**src/rtl/icache_pkg.sv**
```systemverilog
// Shared types and geometry for the direct-mapped instruction cache.
package icache_pkg;

  localparam int unsigned ADDR_W      = 10;
  localparam int unsigned NUM_LINES   = 8;
  localparam int unsigned BLOCK_WORDS = 4;
  localparam int unsigned WORD_W      = 32;
  localparam int unsigned TAG_W       = 3;
  localparam int unsigned IDX_W       = 3;
  localparam int unsigned OFF_W       = 4;
  localparam int unsigned BLOCK_W     = 128;
  localparam int unsigned BADDR_W     = TAG_W + IDX_W;

  typedef enum logic [1:0] {
    IDLE     = 2'd0,
    MEM_READ = 2'd1,
    UPDATE   = 2'd2
  } state_e;

endpackage

```
**src/rtl/instr_cache_if.sv**
```systemverilog
// CPU fetch and instruction-memory block-read signals of the instruction cache.
interface instr_cache_if;
  import icache_pkg::*;

  logic [ADDR_W-1:0]  address;
  logic [WORD_W-1:0]  INSTRUCTION;
  logic               IM_BUSYWAIT;
  logic               mem_read;
  logic [BADDR_W-1:0] mem_address;
  logic [BLOCK_W-1:0] mem_readInstruction;
  logic               mem_busywait;

  // Cache side.
  modport slave (
    input  address, mem_readInstruction, mem_busywait,
    output INSTRUCTION, IM_BUSYWAIT, mem_read, mem_address
  );

  // CPU / memory side.
  modport master (
    output address, mem_readInstruction, mem_busywait,
    input  INSTRUCTION, IM_BUSYWAIT, mem_read, mem_address
  );

endinterface

```
**src/rtl/icache_ctrl_fsm.sv**
```systemverilog
// Miss-handling controller: IDLE -> MEM_READ -> UPDATE, with stall and read-request decode.
module icache_ctrl_fsm
  import icache_pkg::*;
(
  input  logic clk_i,
  input  logic rst_ni,
  input  logic hit_i,
  input  logic mem_busywait_i,
  output logic mem_read_o,
  output logic busywait_o,
  output logic miss_start_o,
  output logic fill_we_o
);

  state_e state_q, state_d;

  always_ff @(posedge clk_i or negedge rst_ni) begin
    if (!rst_ni) state_q <= IDLE;
    else         state_q <= state_d;
  end

  always_comb begin
    state_d      = state_q;
    mem_read_o   = 1'b0;
    busywait_o   = 1'b0;
    miss_start_o = 1'b0;
    fill_we_o    = 1'b0;
    unique case (state_q)
      IDLE: begin
        // Stall is combinational on the lookup, but held low while reset is asserted.
        busywait_o = rst_ni & ~hit_i;
        if (!hit_i) begin
          miss_start_o = 1'b1;
          state_d      = MEM_READ;
        end
      end
      MEM_READ: begin
        mem_read_o = 1'b1;
        busywait_o = 1'b1;
        if (!mem_busywait_i) begin
          fill_we_o = 1'b1;
          state_d   = UPDATE;
        end
      end
      UPDATE: begin
        busywait_o = 1'b1;
        state_d    = IDLE;
      end
      default: state_d = IDLE;
    endcase
  end

endmodule

```
**src/rtl/instr_cache.sv**
```systemverilog
// Read-only direct-mapped instruction cache (8 lines x 4 words) with block refill on miss.
// Optional hit/miss counters enabled by defining INSTR_CACHE_PERF_EN.
module instr_cache
  import icache_pkg::*;
(
  input logic          CLK,
  input logic          RESET,
  instr_cache_if.slave bus
`ifdef INSTR_CACHE_PERF_EN
  ,
  output logic [15:0]  hit_count,
  output logic [15:0]  miss_count
`endif
);

  logic [NUM_LINES-1:0] valid_q;
  logic [TAG_W-1:0]     tag_q  [NUM_LINES];
  logic [BLOCK_W-1:0]   data_q [NUM_LINES];
  logic [BADDR_W-1:0]   miss_q;

  logic [TAG_W-1:0] tag;
  logic [IDX_W-1:0] idx;
  logic [1:0]       word;
  logic [IDX_W-1:0] fill_idx;
  logic             hit;
  logic             miss_start;
  logic             fill_we;
  logic             unused_byte_sel;

  assign tag             = bus.address[ADDR_W-1 -: TAG_W];
  assign idx             = bus.address[OFF_W +: IDX_W];
  assign word            = bus.address[3:2];
  assign unused_byte_sel = ^bus.address[1:0];
  assign fill_idx        = miss_q[IDX_W-1:0];

  assign hit             = valid_q[idx] && (tag_q[idx] == tag);
  assign bus.INSTRUCTION = data_q[idx][{word, 5'b00000} +: WORD_W];
  assign bus.mem_address = miss_q;

  icache_ctrl_fsm u_ctrl (
    .clk_i          (CLK),
    .rst_ni         (RESET),
    .hit_i          (hit),
    .mem_busywait_i (bus.mem_busywait),
    .mem_read_o     (bus.mem_read),
    .busywait_o     (bus.IM_BUSYWAIT),
    .miss_start_o   (miss_start),
    .fill_we_o      (fill_we)
  );

  always_ff @(posedge CLK or negedge RESET) begin
    if (!RESET) begin
      valid_q <= '0;
      miss_q  <= '0;
      for (int unsigned i = 0; i < NUM_LINES; i++) begin
        tag_q[i]  <= '0;
        data_q[i] <= '0;
      end
    end else begin
      if (miss_start) miss_q <= {tag, idx};
      // Refill targets the latched block, independent of the current PC.
      if (fill_we) begin
        valid_q[fill_idx] <= 1'b1;
        tag_q[fill_idx]   <= miss_q[BADDR_W-1:IDX_W];
        data_q[fill_idx]  <= bus.mem_readInstruction;
      end
    end
  end

`ifdef INSTR_CACHE_PERF_EN
  logic [ADDR_W-1:0] addr_prev_q;
  logic [15:0]       hit_cnt_q;
  logic [15:0]       miss_cnt_q;

  assign hit_count  = hit_cnt_q;
  assign miss_count = miss_cnt_q;

  // Outside reset, the stall is low only in IDLE with a hit.
  always_ff @(posedge CLK or negedge RESET) begin
    if (!RESET) begin
      addr_prev_q <= '0;
      hit_cnt_q   <= '0;
      miss_cnt_q  <= '0;
    end else begin
      addr_prev_q <= bus.address;
      if (!bus.IM_BUSYWAIT && (bus.address != addr_prev_q) && (hit_cnt_q != 16'hFFFF))
        hit_cnt_q <= hit_cnt_q + 16'd1;
      if (miss_start && (miss_cnt_q != 16'hFFFF))
        miss_cnt_q <= miss_cnt_q + 16'd1;
    end
  end
`endif

endmodule

```
**src/flat_wrapper.sv**
```systemverilog
// flat-port wrapper written by rule: the top's interface ports become plain ports
module instr_cache_flat import icache_pkg::*;
  (CLK, RESET, bus_address, bus_mem_readInstruction, bus_mem_busywait, bus_INSTRUCTION, bus_IM_BUSYWAIT, bus_mem_read, bus_mem_address);
  instr_cache_if bus_i ();
  input logic CLK;
  input logic RESET;
  input wire logic [$bits(bus_i.address)-1:0] bus_address;
  input wire logic [$bits(bus_i.mem_readInstruction)-1:0] bus_mem_readInstruction;
  input wire logic [$bits(bus_i.mem_busywait)-1:0] bus_mem_busywait;
  output wire logic [$bits(bus_i.INSTRUCTION)-1:0] bus_INSTRUCTION;
  output wire logic [$bits(bus_i.IM_BUSYWAIT)-1:0] bus_IM_BUSYWAIT;
  output wire logic [$bits(bus_i.mem_read)-1:0] bus_mem_read;
  output wire logic [$bits(bus_i.mem_address)-1:0] bus_mem_address;
  assign bus_i.address = bus_address;
  assign bus_i.mem_readInstruction = bus_mem_readInstruction;
  assign bus_i.mem_busywait = bus_mem_busywait;
  assign bus_INSTRUCTION = bus_i.INSTRUCTION;
  assign bus_IM_BUSYWAIT = bus_i.IM_BUSYWAIT;
  assign bus_mem_read = bus_i.mem_read;
  assign bus_mem_address = bus_i.mem_address;
  instr_cache u_core (.CLK(CLK), .RESET(RESET), .bus(bus_i));
endmodule
```
**config.mk**
```make
export PLATFORM = sky130hd
export DESIGN_NAME = instr_cache_flat
export DESIGN_NICKNAME = d
export VERILOG_FILES = /design/src/rtl/icache_pkg.sv /design/src/rtl/instr_cache_if.sv /design/src/rtl/icache_ctrl_fsm.sv /design/src/rtl/instr_cache.sv /design/src/flat_wrapper.sv
export SDC_FILE = /design/constraint.sdc
export NUM_CORES = 1
export LEC_CHECK = 0
export ABC_AREA = 1
export ABC_CLOCK_PERIOD_IN_PS = 3900
export BUFFER_PORTS_ARGS = -buffer_cell sky130_fd_sc_hd__buf_4
export CAP_MARGIN = 10
export CORE_UTILIZATION = 42
export DETAILED_ROUTE_END_ITERATION = 10
export PLACE_DENSITY = 0.67
export SYNTH_ARGS = -nofsm -noshare
export SYNTH_HDL_FRONTEND = slang
export SYNTH_SLANG_ARGS = --single-unit
```
**constraint.sdc**
```tcl
create_clock -name CLK -period 3.9 [get_ports CLK]
set_input_delay 0.39 -clock CLK [delete_from_list [all_inputs] [get_ports CLK]]
set_output_delay 0.39 -clock CLK [all_outputs]
set_load 0.03 [all_outputs]
```
# Word level (Yosys, flattened, before mapping)
# Index checks and enable logic that the tools add are counted.
dict set report totals {
  in_bits 141
  output_inout_bits 40
  rom_bits 0
  ff_bits 1064
  n_memories 0
  word_cells 67
  latchBits 0
  mem_bits_rw 0
}
dict set report classes {
  eq_ne 5
  n_lt_le_gt_ge 6
  shifts 1
  bitwise 5
  mul 0
  reduce_logical 6
  addsub 0
  muxes 25
  n_div 0
}
# cell count
set ops {}
lappend ops {{bitwise mux 1024 bit} 1}
lappend ops {{binary-select mux 128 bit (select 3 bit)} 1}
lappend ops {{demux 128 bit (select 3 bit)} 1}
lappend ops {{two-way mux 128 bit} 3}
lappend ops {{indexed part select 128 x 8 -> 32 bit} 1}
lappend ops {{bitwise mux 24 bit} 1}
lappend ops {{binary-select mux 3 bit (select 3 bit)} 1}
lappend ops {{demux 3 bit (select 3 bit)} 1}
lappend ops {{two-way mux 3 bit} 3}
lappend ops {{greater-or-equal comparator 4 bit (second input constant)} 2}
lappend ops {{less-than comparator 3 x 4 -> 1 bit (second input constant)} 2}
lappend ops {{inverter 3 -> 4 bit} 2}
lappend ops {{OR 8 bit} 1}
lappend ops {{two-way mux 1 bit} 7}
lappend ops {{less-than comparator 4 x 1 -> 1 bit (second input constant)} 1}
lappend ops {{two-way mux 2 bit} 2}
lappend ops {{!= test 2 bit (second input constant)} 2}
lappend ops {{one-hot mux 2 bit (2 select lines)} 1}
lappend ops {{binary-select mux 1 bit (select 3 bit)} 1}
lappend ops {{demux 1 bit (select 3 bit)} 1}
lappend ops {{equality test 3 bit} 1}
lappend ops {{greater-or-equal comparator 3 x 1 -> 1 bit (second input constant)} 1}
lappend ops {{logical AND 1 bit} 3}
lappend ops {{equality test 2 x 1 -> 1 bit (second input constant)} 1}
lappend ops {{other kinds (7)} 7}

# Logic depth before layout (Yosys ltp)
dict set report depth {
  ltp_word 9
  depth_mapped 16
  mapped_depth_nobuf 13
}

# Modules after synthesis
# Synthesis repeated with hierarchy kept, for this count alone.
dict set report unflattened {
  cells_unflattened 6061
  area_unflattened_um2 48295.1
}
# mod cells_each seq_area_each_um2 area_per_inst_um2 instances
set modules_own_cells {}
lappend modules_own_cells {instr_cache 6035 26575.5 48101.1 1}
lappend modules_own_cells {icache_ctrl_fsm 26 50.0 193.9 1}

# Worst setup path after synthesis
# Ideal clock, no wire load.
dict set report synth_timing {
  kind {in2out}
  from {in bus_address[5]}
  to {out bus_INSTRUCTION[16]}
  required_ns 3.510
  arrival_time_ns 1.949
  path_stages 9
  slack_ns 1.561
  path_cell_list {buf_4 -> inv_4 -> buf_6 -> buf_6 -> clkbuf_1 -> o21ai_0 -> o221ai_1 -> nand3_1 -> a21oi_1}
}
dict set report synth_via {
  elab_chain_cells 5
}
# element line
set synth_lines {}
lappend synth_lines {{start: declaration} flat_wrapper.sv:7} ;# input wire logic [$bits(bus_i.address)-1:0] bus_address;
lappend synth_lines {{inverter 3 -> 4 bit (implied by the code)} instr_cache.sv:37} ;# assign bus.INSTRUCTION = data_q[idx][{word, 5'b00000} +: WORD_W];
lappend synth_lines {{binary-select mux 128 bit (select 3 bit)} instr_cache.sv:37}
lappend synth_lines {{two-way mux 128 bit (implied by the code) (2 in a row)} instr_cache.sv:37}
lappend synth_lines {{indexed part select 128 x 8 -> 32 bit} instr_cache.sv:37}
lappend synth_lines {{end: declaration} flat_wrapper.sv:10} ;# output wire logic [$bits(bus_i.INSTRUCTION)-1:0] bus_INSTRUCTION;
# Every way passes these cells. The select of a mux whose other input is x is not followed.

# Worst setup path in the final report
dict set report layout_timing {
  from {in bus_address[4]}
  to {out bus_INSTRUCTION[11]}
}
# Same word-level chain as after synthesis.

==> out/summary.md <==
The post-route netlist has 8.62% of its cells at a drive strength greater than 1. Summed over all layers, the routed wires come to 144000 µm. The post-detailed-route wirelength per cell was 20.5 µm. The path category of the worst min-delay check was input port to flop. The run finished with clean final reports. Number of nets in the finished design: 5566. The total overflow left after global routing is 0.

Leaving out fill and tap cells, the most frequent cells in the layout are 1546 x o21ai_0, 1171 x nand2_1, 1064 x dfrtp_1. Synthesis produced 5485 cells. The register bit total from synthesis works out to 1064. For the number of clock buffers inserted by TritonCTS, the log shows 113. The placeable core region was 0.111 mm²; the total count of max-transition violations in the final report was 0.

Leaving out fill and tap cells, the most frequent cell in the layout is o21ai_0. The slowest stage of the critical path is the o21ai_0 cell. 0 antenna diodes ended up in the layout. Derived from the worst setup path, the maximum achievable clock frequency is 314 MHz. The run gives 826 ps as the worst-case setup slack after placement. After synthesis, the cell types taking the most area are dfrtp_1 57%, o21ai_0 16%, nand2_1 9.4%, nor2_1 4.3%, o221ai_1 3.5%. The vias per cell is 5.66. The placer's final routability congestion estimate is 0.820. The logs give 0 ps for the final setup TNS and 3510 ps for the critical path required time. The global-route wire length before repair was 225000 µm. Setup repair after global routing left no endpoint under its margin. The critical setup path kind is input port to output port. The die covers 0.113 mm². Count of cell types in the netlist: 25. Clock-pin slew was measured on the worst setup and hold paths at 60 ps. Setup slack of the most critical reg-to-reg path: 840 ps. The floorplan step set the die height to 337 µm. In this design, the stage delay of the slowest critical-path cell is 490 ps. A synthesized cell averages 8.59 µm².

The synthesis-to-layout area growth was 13.6%. The detailed router finished its first iteration with 4645 violations. The tools report the final hold violation count as 0.

Counting instances, the worst hold path has a depth of 3. Before antenna repair, the detailed router went through 6 iterations. The logs give 25.4% for the overall track demand over capacity in global routing and 1064 for the number of clock sinks.

Worst-case clock skew: 35.3 ps. In this run the clock root is driven by a clkbuf_16. The clock period could shrink to 3180 ps. The detail route stage leaves a number of antenna-violating nets equal to 0. In this run the critical register-to-register path is captured at u_core.data_q[388].

At the pin with the least slew margin, the transition time is 1070 ps. The startpoint identified for the worst register-to-register timing path is u_core.u_ctrl.state_q[1]. The startpoint kind of the worst setup timing path was an input port.

The logs give 0 for the count of maximum capacitance violations and 199 for the largest net degree at the start of global routing. The number of warnings reported in the yosys synthesis log is 0, and the via count is 39600. The number of antenna violations at the first check in global routing was 3; the die width was 337 µm. The longest clock path from root to sink contains 3 buffers. Once the clock tree was built, the setup fixing pass inserted 0 buffers. The final critical path takes up 81.6% of the cycle. The signal on the critical path passes through buf_8, inv_16, buf_12, o21ai_0, o22ai_1, o21ai_0, nand2_1, nor2_1, a21oi_1, buf_4. After synthesis, the largest area contributor takes up 56.5% of total cell area. The final routed DRC violation total came out at 0. The gate family responsible for the most delay along the worst path was buffers and inverters. For the insertion delay to the later sink of the worst-skew pair, the log shows 700 ps. The worst setup slack after layout came out at 719 ps. Headroom to the max-slew limit came out at 28.6%. The end point of the most critical hold path was u_core.data_q[609].

The number of buffers and inverters on the critical path is 4. The logic depth of the worst register-to-register path came out at 10. In this run, post-CTS hold repair placed 5 buffers. In this run the worst path has a maximum fanout of 165. The number of H-tree levels was 3. Summed over all instances, the cell type with the most area after synthesis is dfrtp_1. Dividing total power by cell area gives a power density of 727 mW/mm².

The tools report the worst IR drop on VDD as 0.401 mV. The run gives 37200 as the via count of the first global-routing pass. Input and output buffers added on the ports amount to 178. Summed over all cells, the static leakage comes to 24.7 nW.

Data arrives at the worst endpoint at 2790 ps. Count of boundary I/O pins: 181. The estimated wirelength of the detail-placed design was 82800 µm.

The worst setup path is captured at an output port. Counting stages on the worst path, the most repeated cell is o21ai_0. The run gives 56.5% as the share of synthesized area occupied by flip-flops and latches. The initial core utilization is 42.4%.

Setup violations remaining at the end of the flow were counted as 0. The startpoint identified for the worst hold timing path is bus_mem_readInstruction[97]. TritonCTS built the clock tree.

The number of rows created at floorplan is 122, and the area of the mapped netlist is 0.0471 mm². When the netlist entered floorplanning its net count stood at 5630. Gates resized during post-CTS repair numbered 0.
worst min-delay path, stage by stage:
cell     delay [ps]
buf_4            70
inv_1            90
o21ai_0         170
metal layers:
metal | routed length, µm | vias to the layer above | GRT usage [%]
li1 | - | 18400 | -
met1 | 64700 | 19400 | 37.3
met2 | 64100 | 1560 | 38.6
met3 | 10800 | 226 | 3.97
met4 | 4060 | 4 | 7.55
met5 | 22 | - | 0
through the flow:
stage	util, %	total power, mW	hold slack (ps)	area [µm²]	std cells
6_report	48.2	38.9	58.0	53500	7001
5_1_grt	48.2	41.6	56.2	53500	7001
4_1_cts	48.2	39.0	22.8	53500	7001
3_5_place_dp	44.7	28.0	439	49600	6789
3_3_place_gp	44.7	27.4	434	49600	6789
2_1_floorplan	-	24.9	94.4	47100	5485
cells in the mapped netlist:
library cell and instances:
o21ai_0 1546, nand2_1 1177, dfrtp_1 1064, nor2_1 544
clkbuf_1 288, o221ai_1 190, inv_1 184, nand3_1 124
buf_2 108, o22ai_1 50, a21oi_1 49, o21ai_1 42
buf_4 26, o21a_1 25, buf_1 17, buf_6 16
a31oi_1 15, a32o_1 5, ha_1 4, o21ai_2 3
buf_8 2, inv_4 2, nand2_2 2, inv_2 1
nor2_2 1
cell families after synthesis:
family / share of synthesized area [%]
compound gates: 22.4
fa+ha+maj: 0.106
buf+inv: 5.94
flops: 56.5
simple gates: 15.1
state kept, by name, summed over array words and instances (netlist names):
name,flops
u_core.u_ctrl.state_q,2
u_core.data_q,1024
u_core.valid_q,8
u_core.bus.mem_address,6
u_core.tag_q,24
worst max-delay path by stage:
stage                                   startpoint                   to  slack, ps  depth (start not counted)
final                               bus_address[4]  bus_INSTRUCTION[11]        720                         10
after global routing      u_core.u_ctrl.state_q[1]   u_core.data_q[235]        660                          9
after CTS                           bus_address[4]   bus_INSTRUCTION[2]        820                         10
after detailed placement            bus_address[4]   bus_INSTRUCTION[2]        830                         10
after global placement              bus_address[4]   bus_INSTRUCTION[2]        820                         10
after floorplan                     bus_address[5]  bus_INSTRUCTION[16]       1560                          9
layout make-up:
class / instances / area, µm²
Tap cell: 1488 / 1860
Clock buffer: 169 / 3390
Timing Repair Buffer: 278 / 2710
Inverter: 187 / 733
Multi-Input combinational cell: 3777 / 17700
Fill cell: 10600 / 57500
Sequential cell: 1064 / 26600
Clock inverter: 38 / 439
power by group:
group	internal, mW	total (mW)	leakage (nW)	switching, mW
Combinational	3.57	9.07	9.13	5.49
Clock	6.46	11.0	1.89	4.53
Sequential	16.2	18.8	13.7	2.65
Total	26.2	38.9	24.7	12.7
Power figures use the tool's default switching activity.
